**src/rtl/xo_issue_queue_if.sv**
```systemverilog
// Decoder-to-issue-queue, issue-to-execute and writeback signal bundle for xo_issue_queue.
// XO_XER_SCOREBOARD_EN adds the XER[CA/OV] writeback strobe xerWb_i.
interface xo_issue_queue_if #(
  parameter int regWidth     = 5,
  parameter int xOpCodeWidth = 9
);
  logic                    enable_i;
  logic [regWidth-1:0]     reg1_i;
  logic [regWidth-1:0]     reg2_i;
  logic [regWidth-1:0]     reg3_i;
  logic [xOpCodeWidth-1:0] xOpCode_i;
  logic                    bit1_i;
  logic                    bit2_i;
  logic                    stall_o;
  logic                    overflow_o;
  logic                    valid_o;
  logic                    ready_i;
  logic [regWidth-1:0]     reg1_o;
  logic [regWidth-1:0]     reg2_o;
  logic [regWidth-1:0]     reg3_o;
  logic [xOpCodeWidth-1:0] xOpCode_o;
  logic                    bit1_o;
  logic                    bit2_o;
  logic                    wbEnable_i;
  logic [regWidth-1:0]     wbReg_i;
`ifdef XO_XER_SCOREBOARD_EN
  logic                    xerWb_i;
`endif

  modport master (
    input  enable_i, reg1_i, reg2_i, reg3_i, xOpCode_i, bit1_i, bit2_i,
    output stall_o, overflow_o,
    output valid_o, reg1_o, reg2_o, reg3_o, xOpCode_o, bit1_o, bit2_o,
    input  ready_i,
    input  wbEnable_i, wbReg_i
`ifdef XO_XER_SCOREBOARD_EN
    , input xerWb_i
`endif
  );

  modport slave (
    output enable_i, reg1_i, reg2_i, reg3_i, xOpCode_i, bit1_i, bit2_i,
    input  stall_o, overflow_o,
    input  valid_o, reg1_o, reg2_o, reg3_o, xOpCode_o, bit1_o, bit2_o,
    output ready_i,
    output wbEnable_i, wbReg_i
`ifdef XO_XER_SCOREBOARD_EN
    , output xerWb_i
`endif
  );
endinterface

```
**src/rtl/xo_issue_queue.sv**
```systemverilog
// In-order issue queue for decoded XO ops with a per-GPR busy scoreboard.
// Optional XER[CA/OV] hazard tracking is enabled with XO_XER_SCOREBOARD_EN.
module xo_issue_queue #(
  parameter int regWidth     = 5,
  parameter int xOpCodeWidth = 9,
  parameter int queueDepth   = 4
) (
  input logic clock_i,
  input logic reset_i,
  xo_issue_queue_if.master bus
);
  localparam int PtrW   = $clog2(queueDepth);
  localparam int CntW   = PtrW + 1;
  localparam int EntryW = 3 * regWidth + xOpCodeWidth + 2;
  localparam int NumGpr = 2 ** regWidth;

  function automatic logic rb_used(input logic [xOpCodeWidth-1:0] xop);
    return !(xop == xOpCodeWidth'(104) || xop == xOpCodeWidth'(200) ||
             xop == xOpCodeWidth'(202) || xop == xOpCodeWidth'(232) ||
             xop == xOpCodeWidth'(234));
  endfunction

`ifdef XO_XER_SCOREBOARD_EN
  function automatic logic ca_reader(input logic [xOpCodeWidth-1:0] xop);
    return xop == xOpCodeWidth'(136) || xop == xOpCodeWidth'(138) ||
           xop == xOpCodeWidth'(200) || xop == xOpCodeWidth'(202) ||
           xop == xOpCodeWidth'(232) || xop == xOpCodeWidth'(234);
  endfunction

  function automatic logic ca_writer(input logic [xOpCodeWidth-1:0] xop);
    return ca_reader(xop) || xop == xOpCodeWidth'(8) || xop == xOpCodeWidth'(10);
  endfunction
`endif

  logic [EntryW-1:0]       mem_p0 [queueDepth];
  logic [PtrW-1:0]         wr_ptr;
  logic [PtrW-1:0]         rd_ptr;
  logic [CntW-1:0]         count;
  logic [NumGpr-1:0]       busy;
  logic [NumGpr-1:0]       busy_next;
  logic                    overflow;

  logic [regWidth-1:0]     head_rt;
  logic [regWidth-1:0]     head_ra;
  logic [regWidth-1:0]     head_rb;
  logic [xOpCodeWidth-1:0] head_xop;
  logic                    head_oe;
  logic                    head_rc;
  logic                    head_gpr_free;
  logic                    head_xer_free;
  logic                    eligible;
  logic                    deq;
  logic                    room;
  logic                    enq;

  logic                    vld_p1;
  logic [regWidth-1:0]     rt_p1;
  logic [regWidth-1:0]     ra_p1;
  logic [regWidth-1:0]     rb_p1;
  logic [xOpCodeWidth-1:0] xop_p1;
  logic                    oe_p1;
  logic                    rc_p1;

  assign {head_rt, head_ra, head_rb, head_xop, head_oe, head_rc} = mem_p0[rd_ptr];

  assign head_gpr_free = !busy[head_rt] && !busy[head_ra] &&
                         (!rb_used(head_xop) || !busy[head_rb]);

`ifdef XO_XER_SCOREBOARD_EN
  logic xer_busy;
  assign head_xer_free = !(xer_busy && (ca_reader(head_xop) || head_oe));
`else
  assign head_xer_free = 1'b1;
`endif

  assign eligible = (count != '0) && head_gpr_free && head_xer_free;
  assign deq      = eligible && (!vld_p1 || bus.ready_i);
  // A full queue still accepts when the head leaves on the same edge.
  assign room     = (count < CntW'(queueDepth)) || deq;
  assign enq      = bus.enable_i && room;

  always_comb begin
    busy_next = busy;
    if (bus.wbEnable_i) busy_next[bus.wbReg_i] = 1'b0;
    if (deq)            busy_next[head_rt]     = 1'b1;
  end

  // Stage p0: FIFO storage, written at the tail
  always_ff @(posedge clock_i) begin
    if (enq)
      mem_p0[wr_ptr] <= {bus.reg1_i, bus.reg2_i, bus.reg3_i, bus.xOpCode_i, bus.bit1_i, bus.bit2_i};
  end

  always_ff @(posedge clock_i) begin
    if (reset_i) begin
      wr_ptr   <= '0;
      rd_ptr   <= '0;
      count    <= '0;
      busy     <= '0;
      overflow <= 1'b0;
    end else begin
      if (enq) wr_ptr <= wr_ptr + 1'b1;
      if (deq) rd_ptr <= rd_ptr + 1'b1;
      case ({enq, deq})
        2'b10:   count <= count + 1'b1;
        2'b01:   count <= count - 1'b1;
        default: count <= count;
      endcase
      if (bus.enable_i && !room) overflow <= 1'b1;
      busy <= busy_next;
    end
  end

`ifdef XO_XER_SCOREBOARD_EN
  always_ff @(posedge clock_i) begin
    if (reset_i)
      xer_busy <= 1'b0;
    else if (deq && (ca_writer(head_xop) || head_oe))
      xer_busy <= 1'b1;
    else if (bus.xerWb_i)
      xer_busy <= 1'b0;
  end
`endif

  // Stage p1: issue register toward the execution stage
  always_ff @(posedge clock_i) begin
    if (reset_i) begin
      vld_p1 <= 1'b0;
      rt_p1  <= '0;
      ra_p1  <= '0;
      rb_p1  <= '0;
      xop_p1 <= '0;
      oe_p1  <= 1'b0;
      rc_p1  <= 1'b0;
    end else if (deq) begin
      vld_p1 <= 1'b1;
      rt_p1  <= head_rt;
      ra_p1  <= head_ra;
      rb_p1  <= head_rb;
      xop_p1 <= head_xop;
      oe_p1  <= head_oe;
      rc_p1  <= head_rc;
    end else if (vld_p1 && bus.ready_i) begin
      vld_p1 <= 1'b0;
    end
  end

  assign bus.stall_o    = (count >= CntW'(queueDepth - 1));
  assign bus.overflow_o = overflow;
  assign bus.valid_o    = vld_p1;
  assign bus.reg1_o     = rt_p1;
  assign bus.reg2_o     = ra_p1;
  assign bus.reg3_o     = rb_p1;
  assign bus.xOpCode_o  = xop_p1;
  assign bus.bit1_o     = oe_p1;
  assign bus.bit2_o     = rc_p1;
endmodule

```
**src/flat_wrapper.sv**
```systemverilog
// flat-port wrapper written by rule: the top's interface ports become plain ports
module xo_issue_queue_flat 
#(
  parameter int regWidth     = 5,
  parameter int xOpCodeWidth = 9,
  parameter int queueDepth   = 4
)
  (clock_i, reset_i, bus_enable_i, bus_reg1_i, bus_reg2_i, bus_reg3_i, bus_xOpCode_i, bus_bit1_i, bus_bit2_i, bus_stall_o, bus_overflow_o, bus_valid_o, bus_reg1_o, bus_reg2_o, bus_reg3_o, bus_xOpCode_o, bus_bit1_o, bus_bit2_o, bus_ready_i, bus_wbEnable_i, bus_wbReg_i);
  xo_issue_queue_if #(.regWidth(regWidth), .xOpCodeWidth(xOpCodeWidth)) bus_i ();
  input logic clock_i;
  input logic reset_i;
  input wire logic [$bits(bus_i.enable_i)-1:0] bus_enable_i;
  input wire logic [$bits(bus_i.reg1_i)-1:0] bus_reg1_i;
  input wire logic [$bits(bus_i.reg2_i)-1:0] bus_reg2_i;
  input wire logic [$bits(bus_i.reg3_i)-1:0] bus_reg3_i;
  input wire logic [$bits(bus_i.xOpCode_i)-1:0] bus_xOpCode_i;
  input wire logic [$bits(bus_i.bit1_i)-1:0] bus_bit1_i;
  input wire logic [$bits(bus_i.bit2_i)-1:0] bus_bit2_i;
  output wire logic [$bits(bus_i.stall_o)-1:0] bus_stall_o;
  output wire logic [$bits(bus_i.overflow_o)-1:0] bus_overflow_o;
  output wire logic [$bits(bus_i.valid_o)-1:0] bus_valid_o;
  output wire logic [$bits(bus_i.reg1_o)-1:0] bus_reg1_o;
  output wire logic [$bits(bus_i.reg2_o)-1:0] bus_reg2_o;
  output wire logic [$bits(bus_i.reg3_o)-1:0] bus_reg3_o;
  output wire logic [$bits(bus_i.xOpCode_o)-1:0] bus_xOpCode_o;
  output wire logic [$bits(bus_i.bit1_o)-1:0] bus_bit1_o;
  output wire logic [$bits(bus_i.bit2_o)-1:0] bus_bit2_o;
  input wire logic [$bits(bus_i.ready_i)-1:0] bus_ready_i;
  input wire logic [$bits(bus_i.wbEnable_i)-1:0] bus_wbEnable_i;
  input wire logic [$bits(bus_i.wbReg_i)-1:0] bus_wbReg_i;
  assign bus_i.enable_i = bus_enable_i;
  assign bus_i.reg1_i = bus_reg1_i;
  assign bus_i.reg2_i = bus_reg2_i;
  assign bus_i.reg3_i = bus_reg3_i;
  assign bus_i.xOpCode_i = bus_xOpCode_i;
  assign bus_i.bit1_i = bus_bit1_i;
  assign bus_i.bit2_i = bus_bit2_i;
  assign bus_stall_o = bus_i.stall_o;
  assign bus_overflow_o = bus_i.overflow_o;
  assign bus_valid_o = bus_i.valid_o;
  assign bus_reg1_o = bus_i.reg1_o;
  assign bus_reg2_o = bus_i.reg2_o;
  assign bus_reg3_o = bus_i.reg3_o;
  assign bus_xOpCode_o = bus_i.xOpCode_o;
  assign bus_bit1_o = bus_i.bit1_o;
  assign bus_bit2_o = bus_i.bit2_o;
  assign bus_i.ready_i = bus_ready_i;
  assign bus_i.wbEnable_i = bus_wbEnable_i;
  assign bus_i.wbReg_i = bus_wbReg_i;
  xo_issue_queue #(.regWidth(regWidth), .xOpCodeWidth(xOpCodeWidth), .queueDepth(queueDepth)) u_core (.clock_i(clock_i), .reset_i(reset_i), .bus(bus_i));
endmodule
```
**config.mk**
```make
export PLATFORM = sky130hd
export DESIGN_NAME = xo_issue_queue_flat
export DESIGN_NICKNAME = d
export VERILOG_FILES = /design/src/rtl/xo_issue_queue_if.sv /design/src/rtl/xo_issue_queue.sv /design/src/flat_wrapper.sv
export SDC_FILE = /design/constraint.sdc
export NUM_CORES = 1
export LEC_CHECK = 0
export CAP_MARGIN = 20
export CORE_MARGIN = 2
export CORE_UTILIZATION = 45
export CTS_CLUSTER_SIZE = 28
export DETAILED_ROUTE_END_ITERATION = 8
export SLEW_MARGIN = 10
export SYNTH_ARGS = -nofsm -noshare
export SYNTH_HDL_FRONTEND = slang
export SYNTH_SLANG_ARGS = --single-unit
export TNS_END_PERCENT = 1
```
**constraint.sdc**
```tcl
create_clock -name clock_i -period 6.3 [get_ports clock_i]
set_clock_uncertainty 0.05 [all_clocks]
set_input_delay 0.63 -clock clock_i [delete_from_list [all_inputs] [get_ports clock_i]]
set_output_delay 0.63 -clock clock_i [all_outputs]
set_load 0.1 [all_outputs]
```
== Yosys cells after proc, flatten, opt, wreduce, memory -nomap -nowiden ==
Memory sizes are Yosys's and may differ from the RTL's. A register that Yosys moved wholly into a read port is not among the register bits.
Index checks and enable logic that the tools add are counted.

* Register bits after elaboration: 67
* Bits in latches: 0
* Bits in writable memories: 104
* Memory bits (read-only): 0
* Input port bits: 36
* Output and inout port bits: 29
* Word-level logic and storage cells: 78
* Memories kept: 1

* $add $sub $neg: 4
* Multipliers: 0
* Div/mod/pow operators: 0
* Order comparisons: 8
* Equality and inequality tests: 7
* Shift operators: 0
* Mux-type cells: 19
* Bitwise gates (word level): 3
* Reduce and logical (&&, ||, !) cells: 24

{| class="wikitable"
|+ Memory list
! name !! words !! bits a word !! rd ports !! clocked after memory_dff !! write ports !! line !! RTL
|-
| u_core.mem_p0 || 4 || 26 || 1 || 1 || 1 || xo_issue_queue.sv:35 || <nowiki>logic [EntryW-1:0] mem_p0 [queueDepth];</nowiki>
|}

{| class="wikitable"
|+ Operators by type and width
! operator !! count
|-
| $mux W32 || 2
|-
| $eq A9 B8 Y1 const B || 4
|-
| $and A32 B32 Y32 || 1
|-
| $not A32 Y32 || 1
|-
| $or A32 B32 Y32 || 1
|-
| $lt A5 B6 Y1 const B || 4
|-
| $bmux W1 S5 || 3
|-
| $demux W1 S5 || 2
|-
| $ge A5 B1 Y1 const B || 2
|-
| $eq A9 B7 Y1 const B || 1
|-
| $logic_and A1 B1 Y1 || 9
|-
| $mux W1 || 9
|-
| $logic_or A1 B1 Y1 || 7
|-
| $pmux W3 S2 || 1
|-
| $logic_not A1 Y1 || 5
|-
| $add A2 B1 Y2 const B || 2
|-
| $mux W2 || 2
|-
| $reduce_bool A2 Y1 || 2
|-
| $add A3 B1 Y3 const B || 1
|-
| $ge A3 B2 Y1 const B || 1
|-
| $lt A3 B3 Y1 const B || 1
|-
| $reduce_bool A3 Y1 || 1
|-
| $sub A3 B1 Y3 const B || 1
|-
| $eq A2 B1 Y1 const B || 1
|-
| $eq A2 B2 Y1 const B || 1
|}

== Longest topological paths before layout ==
Gate-level depths: netlist of the first run.

* Word-level depth: 13
* Mapped depth: 18
* Mapped depth without buffers: 14

== Worst setup path before layout of the first run ==
Ideal clock, no wire load.

* Path kind: register to register
* From: reg with a tool-made name
* To: reg u_core.count[2]
* Library setup time: 70 ps
* Arrival: 4006 ps
* Required time: 6180 ps
* Slack: 2174 ps
* Cell stages (with the launch flop): 16
* Path buffers: 3
* Period minus slack after synthesis: 4126 ps
* Cells stage by stage: dfxtp_1 -> buf_6 -> mux4_2 -> buf_6 -> mux4_2 -> o2111ai_1 -> nand3_1 -> or4_1 -> clkbuf_1 -> nor2_1 -> ha_1 -> inv_1 -> fa_1 -> xor2_1 -> or3_1 -> a21oi_1

{| class="wikitable"
|+ RTL lines
! what !! line !! RTL
|-
| to (signal assigned) || xo_issue_queue.sv:105 || <nowiki>2'b10: count <= count + 1'b1;</nowiki>
|-
| to (signal assigned) || xo_issue_queue.sv:106 || <nowiki>2'b01: count <= count - 1'b1;</nowiki>
|-
| to (signal assigned) || xo_issue_queue.sv:107 || <nowiki>default: count <= count;</nowiki>
|-
| to (decl) || xo_issue_queue.sv:38 || <nowiki>logic [CntW-1:0] count;</nowiki>
|}

==> results of run 1 <==
## sequential cells by signal, indices dropped and copies added, names as in the netlist, 2 cells and up, named ones only
register and count:
u_core.rd_ptr 2, u_core.mem_p0 104, u_core.bus.reg1_o 5, u_core.bus.reg3_o 5
u_core.wr_ptr 2, u_core.bus.xOpCode_o 9, u_core.busy 32, u_core.bus.reg2_o 5
u_core.count 3
## layout make-up
| cell class | instances | area share |
|---|---|---|
| multi-input combinational | 381 | 0.3235 |
| timing repair buffer | 75 | 0.07889 |
| clock inverter | 14 | 0.01958 |
| tap | 220 | 0.03034 |
| clock buffer | 18 | 0.04730 |
| inverter | 9 | 0.003724 |
| sequential | 173 | 0.4966 |
## cells by family (layout without fill, tap and decap cells)
| family | Yosys count | after routing | synth area share |
|---|---|---|---|
| buffers and inverters | 47 | 116 | 0.02737 |
| adders and majority gates | 6 | 6 | 0.01082 |
| muxes | 78 | 78 | 0.1618 |
| AOI/OAI and AO/OA | 117 | 117 | 0.09589 |
| DFF | 173 | 173 | 0.5901 |
| and+or+nand+nor | 178 | 178 | 0.1118 |
| xor gates and xnor gates | 2 | 2 | 0.002295 |
## stage by stage
stage          total power [mW]  setup slack (ps)  cell area [um^2]  std cells    util
2_1_floorplan             3.346              2174              7634        601       -
3_3_place_gp              3.902              1454              8461        857  0.5102
3_5_place_dp              3.921              1342              8461        857  0.5102
4_1_cts                   4.998              1324              9067        889  0.5468
5_1_grt                   5.226             979.8              9072        890  0.5471
6_report                  4.974              1348              9072        890  0.5471
## Yosys cell counts (all sizes together)
| master | count |
|---|---|
| a21oi | 35 |
| nor2b | 8 |
| a311oi | 1 |
| mux4 | 35 |
| nand3 | 32 |
| clkbuf | 25 |
| or3 | 2 |
| nor3b | 5 |
| o21ai | 31 |
| dfxtp | 69 |
| mux2i | 39 |
| a221o | 1 |
| and3b | 5 |
| edfxtp | 104 |
| o21ba | 1 |
| nand4b | 2 |
| or4 | 4 |
| a22oi | 3 |
| nand3b | 4 |
| a31o | 1 |
| nand2 | 84 |
| o2111ai | 4 |
| o311ai | 2 |
| nand4 | 3 |
| ha | 5 |
| and2 | 2 |
| o22ai | 32 |
| mux2 | 4 |
| and3 | 2 |
| inv | 9 |
| nor4 | 2 |
| o31ai | 1 |
| xor2 | 2 |
| buf | 13 |
| a31oi | 5 |
| nor3 | 6 |
| nor2 | 17 |
| fa | 1 |
## how the worst max path moves through the flow
| stage | from | to | depth (start not counted) |
|---|---|---|---|
| after CTS | flip-flop | u_core.count[2]$_SDFFE_PP0P_ | 14 |
| after global routing | flip-flop | u_core.count[2]$_SDFFE_PP0P_ | 15 |
| after detailed placement | flip-flop | u_core.count[2]$_SDFFE_PP0P_ | 14 |
| final | flip-flop | u_core.count[2]$_SDFFE_PP0P_ | 14 |
| after global placement | flip-flop | u_core.count[2]$_SDFFE_PP0P_ | 15 |
| after floorplan | flip-flop | u_core.count[2]$_SDFFE_PP0P_ | 15 |
## report_power, final
group	total (mW)	leakage [nW]	switching, mW	internal, mW
Combinational	2.32	1.16	1.63	0.686
Clock	1.07	0.291	0.468	0.601
Sequential	1.59	1.51	0.124	1.46
Total	4.97	2.96	2.22	2.75
## worst min-delay path, delay by kind of cell, from the launching register on
family	cells	cell delay, ps
flops	1	310
compound gates	2	120
## metal layers
layer  up-vias  track usage  share of wire
li1       2409            -              -
met5         -            0              0
met4         0      0.08070          0.022
met2       140       0.3396           0.49
met1      2619       0.2830           0.44
met3        35      0.04800          0.043
==> flow_metrics.tcl, run 1 <==
set metrics [dict create \
    antenna_found_initial 0 \
    port_buffers 64 \
    cts_tree "built" \
    arrival_ps 5250 \
    hold_ws_ps 431.9 \
    worstHoldPathCells 2 \
    rows 47 \
    syn_area_um2 7634 \
    path_common_cell "buf_4" \
    critPathTopFamily "simple AND/OR/NAND/NOR gates" \
    htreeDepth 4 \
    synth_top_area_frac 0.4091 \
    clock_latency_ps 430 \
    path_cells "buf_4 > mux4_1 > mux4_2 > o2111ai_1 > nand3_1 > or4_1 > buf_4 > nor2_1 > ha_1 > inv_1 > fa_1 > xor2_1 > or3_1 > a21oi_1" \
    status "finished, final reports clean" \
    grt_usage 0.2119 \
    irDropWorstVdd_mv 0.4218 \
    routedWlPerCell_um 20.56 \
    multi_input_area_um2 2935 \
    grt_pass1_vias 5343 \
    p_leak_nw 2.963 \
    grt.overflow.total 0 \
    setup_viol_count_final 0 \
    layout-drive-gt1-share 0.1358 \
    synthCells 601 \
    hold_violations 0 \
    clk_path_buf_depth 2 \
    min_period_ps 4952 \
    final_common_cell "edfxtp_1" \
    drv_cap 0 \
    nets 699 \
    reg2reg_depth 14 \
    required_ps 6600 \
    relSlewSlack 0.3245 \
    tns_ps 0 \
    post-cts-setup-buffer-count 0 \
    vias_per_cell 5.846 \
    dp_hpwl_um 12130 \
    synth_cell_type_count 44 \
    die-area_um2 18020 \
    grt_start_max_net_pins 76 \
    fmax_ghz 0.2019 \
    grt_pass1_wl_um 29020 \
    root_buffer "clkbuf_16" \
    critPathMaxFanout 32 \
    slew_violations 0 \
    synth-seq-area-share 0.5901 \
    core_um2 16580 \
    synth_top_area_cell "edfxtp_1" \
    area_growth_syn_to_layout_pct 18.85 \
    drc 0 \
    antenna_left 0 \
    slowest_delay_ps 840 \
    post_cts_resized 0 \
    critical_path_class "reg2reg" \
    synth-seq-cells 173 \
    netlist_top_cells_area "edfxtp_1, dfxtp_1, mux4_2" \
    syn_avg_cell_area_um2 12.70 \
    firstDrtPassIters 5 \
    drt_iter0_drc 350 \
    die_h_um 134.2 \
    reg2reg_slack_ps 1350 \
    path_clk_slew_ps 70 \
    cts_sinks 173 \
    crit_slowest_cell "mux4_1" \
    yosysWarnings 0 \
    start_util 0.4603 \
    hp-class "reg2reg" \
    vias 5203 \
    rsz0062_at_grt "false" \
    tightest_slew_ps 1010 \
    die_w_um 134.2 \
    min-delay-start "u_core.bus.reg2_o[0]$_SDFFE_PP0N_" \
    critPathCaptureType "flip-flop" \
    routabilityCongestion 0.8112 \
    final_cell_mix "edfxtp_1, nand2_1, dfxtp_1" \
    worstSetupStartpointType "flip-flop" \
    io_pins 65 \
    filler_cell_count 1389 \
    hold_end "u_core.bus.reg2_o[0]$_SDFFE_PP0N_" \
    cts_buffers 17 \
    powerDensity_nw_per_um2 548.2 \
    crit_buf_inv 3 \
    r2r_end "u_core.count[2]$_SDFFE_PP0P_" \
    diodes 0 \
    synth.net_count 643 \
    final.period_utilization 0.7860 \
    wirelength_um 18290 \
    regArea_um2 4506 \
    cts_hold_buf 0 \
]
(Power assumes the default switching activity.)
==> run 2: changes to the inputs <==
==> constraint.sdc (replaced) <==
create_clock -name clock_i -period 4.9 [get_ports clock_i]
set_clock_uncertainty 0.05 [all_clocks]
set_input_delay 0.49 -clock clock_i [delete_from_list [all_inputs] [get_ports clock_i]]
set_output_delay 0.49 -clock clock_i [all_outputs]
set_load 0.1 [all_outputs]
==> flow_metrics.tcl, run 2 (synthesis results as in run 1) <==
set metrics [dict create \
    status "finished, final reports clean" \
    cts_sinks 173 \
    design_power_total_mw 6.503 \
    dp_hpwl_um 12550 \
    final_common_cell "edfxtp_1" \
    reg2reg_slack_ps 570 \
    reg2reg_depth 12 \
    antenna_left 0 \
    met1_usage 0.2807 \
    worstSetupStartpointType "flip-flop" \
    required_ps 5190 \
    grt_pass1_wl_um 29130 \
    endpoint "u_core.count[2]$_SDFFE_PP0P_" \
    routabilityCongestion 0.8562 \
    rows 47 \
    start_util 0.4603 \
    vias 5225 \
    dp.cells 859 \
    cts_tree "built" \
    diodes 0 \
    setup_viol_count_final 0 \
    hold_ws_ps 426.9 \
    placed_cell_area_um2 8476 \
    htreeDepth 4 \
    hp-class "reg2reg" \
    routedWlPerCell_um 20.77 \
    grt_usage 0.2136 \
    powerDensity_nw_per_um2 713.7 \
    nets 701 \
    relSlewSlack 0.3303 \
    slew_violations 0 \
    grt_pass1_vias 5233 \
    die-area_um2 18020 \
    cts_hold_buf 0 \
    hold_violations 0 \
    path_clk_slew_ps 70 \
    p_leak_nw 2.988 \
    rsz0062_at_grt "false" \
    drv_cap 0 \
    firstDrtPassIters 7 \
    clock_latency_ps 430 \
    regArea_um2 4506 \
    wirelength_um 18530 \
    vias_per_cell 5.858 \
    final_cell_mix "edfxtp_1, nand2_1, dfxtp_1" \
    top_register "u_core.mem_p0" \
    clk_path_buf_depth 2 \
    area_growth_syn_to_layout_pct 19.36 \
    drt_iter0_drc 376 \
    tns_ps 0 \
    min_period_ps 4330 \
    critPathCaptureType "flip-flop" \
    io_pins 65 \
    die_h_um 134.2 \
    use_met3 0.04195 \
    irDropWorstVdd_mv 0.4544 \
    r2r_end "u_core.count[2]$_SDFFE_PP0P_" \
    finalNonFillerCells 892 \
    critical_path_class "reg2reg" \
    gr-max-usage-layer "met2" \
    port_buffers 64 \
    post_cts_resized 0 \
    fmax_ghz 0.2310 \
    tightest_slew_ps 1001 \
    grt.overflow.total 0 \
    root_buffer "clkbuf_16" \
    post-cts-setup-buffer-count 0 \
    drc 0 \
    core_um2 16580 \
    antenna_found_initial 0 \
    critPathMaxFanout 18 \
    design_area_um2 9111 \
    layout-drive-gt1-share 0.1369 \
    final.period_utilization 0.8836 \
    largest_reg_flops 104 \
    met2_usage 0.3588 \
    die_w_um 134.2 \
    filler_cell_count 1377 \
    arrival_ps 4620 \
    multi_input_area_um2 2935 \
    grt_start_max_net_pins 44 \
    cts_buffers 17 \
]
run 2: changes by cell type in the layout (fill, tap and decap cells not counted), sizes merged:
cell | previous run | this run
buf | 12 | 14
bufinv | 2 | 4
clkbuf | 18 | 17
clkinvlp | 2 | 1
run 2: through the flow:
| stage | worst slack [ps] | util |
|---|---|---|
| floorplan | 773.6 | - |
| global placement | 595.5 | 0.5111 |
| detailed placement | 585.8 | 0.5111 |
| CTS | 573.6 | 0.5491 |
| global route | 272.7 | 0.5494 |
| finish | 570.3 | 0.5494 |
run 2: worst min path at each step:
stage	start	endpoint	cells after the start
after floorplan	u_core.rd_ptr[1]$_SDFFE_PP0N_	flip-flop	2
after global placement	u_core.bus.overflow_o$_SDFFE_PP0P_	u_core.bus.overflow_o$_SDFFE_PP0P_	1
after detailed placement	u_core.bus.xOpCode_o[7]$_SDFFE_PP0N_	u_core.bus.xOpCode_o[7]$_SDFFE_PP0N_	2
after CTS	u_core.bus.xOpCode_o[7]$_SDFFE_PP0N_	u_core.bus.xOpCode_o[7]$_SDFFE_PP0N_	2
after global routing	u_core.bus.reg1_o[2]$_SDFFE_PP0N_	u_core.bus.reg1_o[2]$_SDFFE_PP0N_	2
final	u_core.bus.reg3_o[4]$_SDFFE_PP0N_	u_core.bus.reg3_o[4]$_SDFFE_PP0N_	2
run 2: critical path, stage by stage, from the launching register on:
cell and delay (ps):
dfxtp_2 410, mux4_2 780, mux4_2 520, a31oi_1 200
nand3_1 180, or4_1 580, nor2_1 250, ha_1 240
inv_1 60, fa_1 370, xor2_1 160, or3_1 300
a21oi_1 140
run 2: cell type report:
cell class | count | area share
multi-input combinational | 381 | 0.3222
sequential | 173 | 0.4945
timing repair buffer | 77 | 0.08020
inverter | 9 | 0.003708
clock inverter | 15 | 0.02252
clock buffer | 17 | 0.04669
tap | 220 | 0.03021
run 2: where the power goes:
group / leakage [nW] / total, mW / switching, mW / internal (mW)
Combinational: 1.17 / 3.04 / 2.13 / 0.911
Clock: 0.305 / 1.44 / 0.578 / 0.863
Sequential: 1.51 / 2.02 / 0.139 / 1.88
run 2: routing by layer:
layer,part of all wire,vias to the layer above
met3,0.052,19
met2,0.50,186
li1,-,2410
met1,0.43,2610
met5,0,-
met4,0.015,0
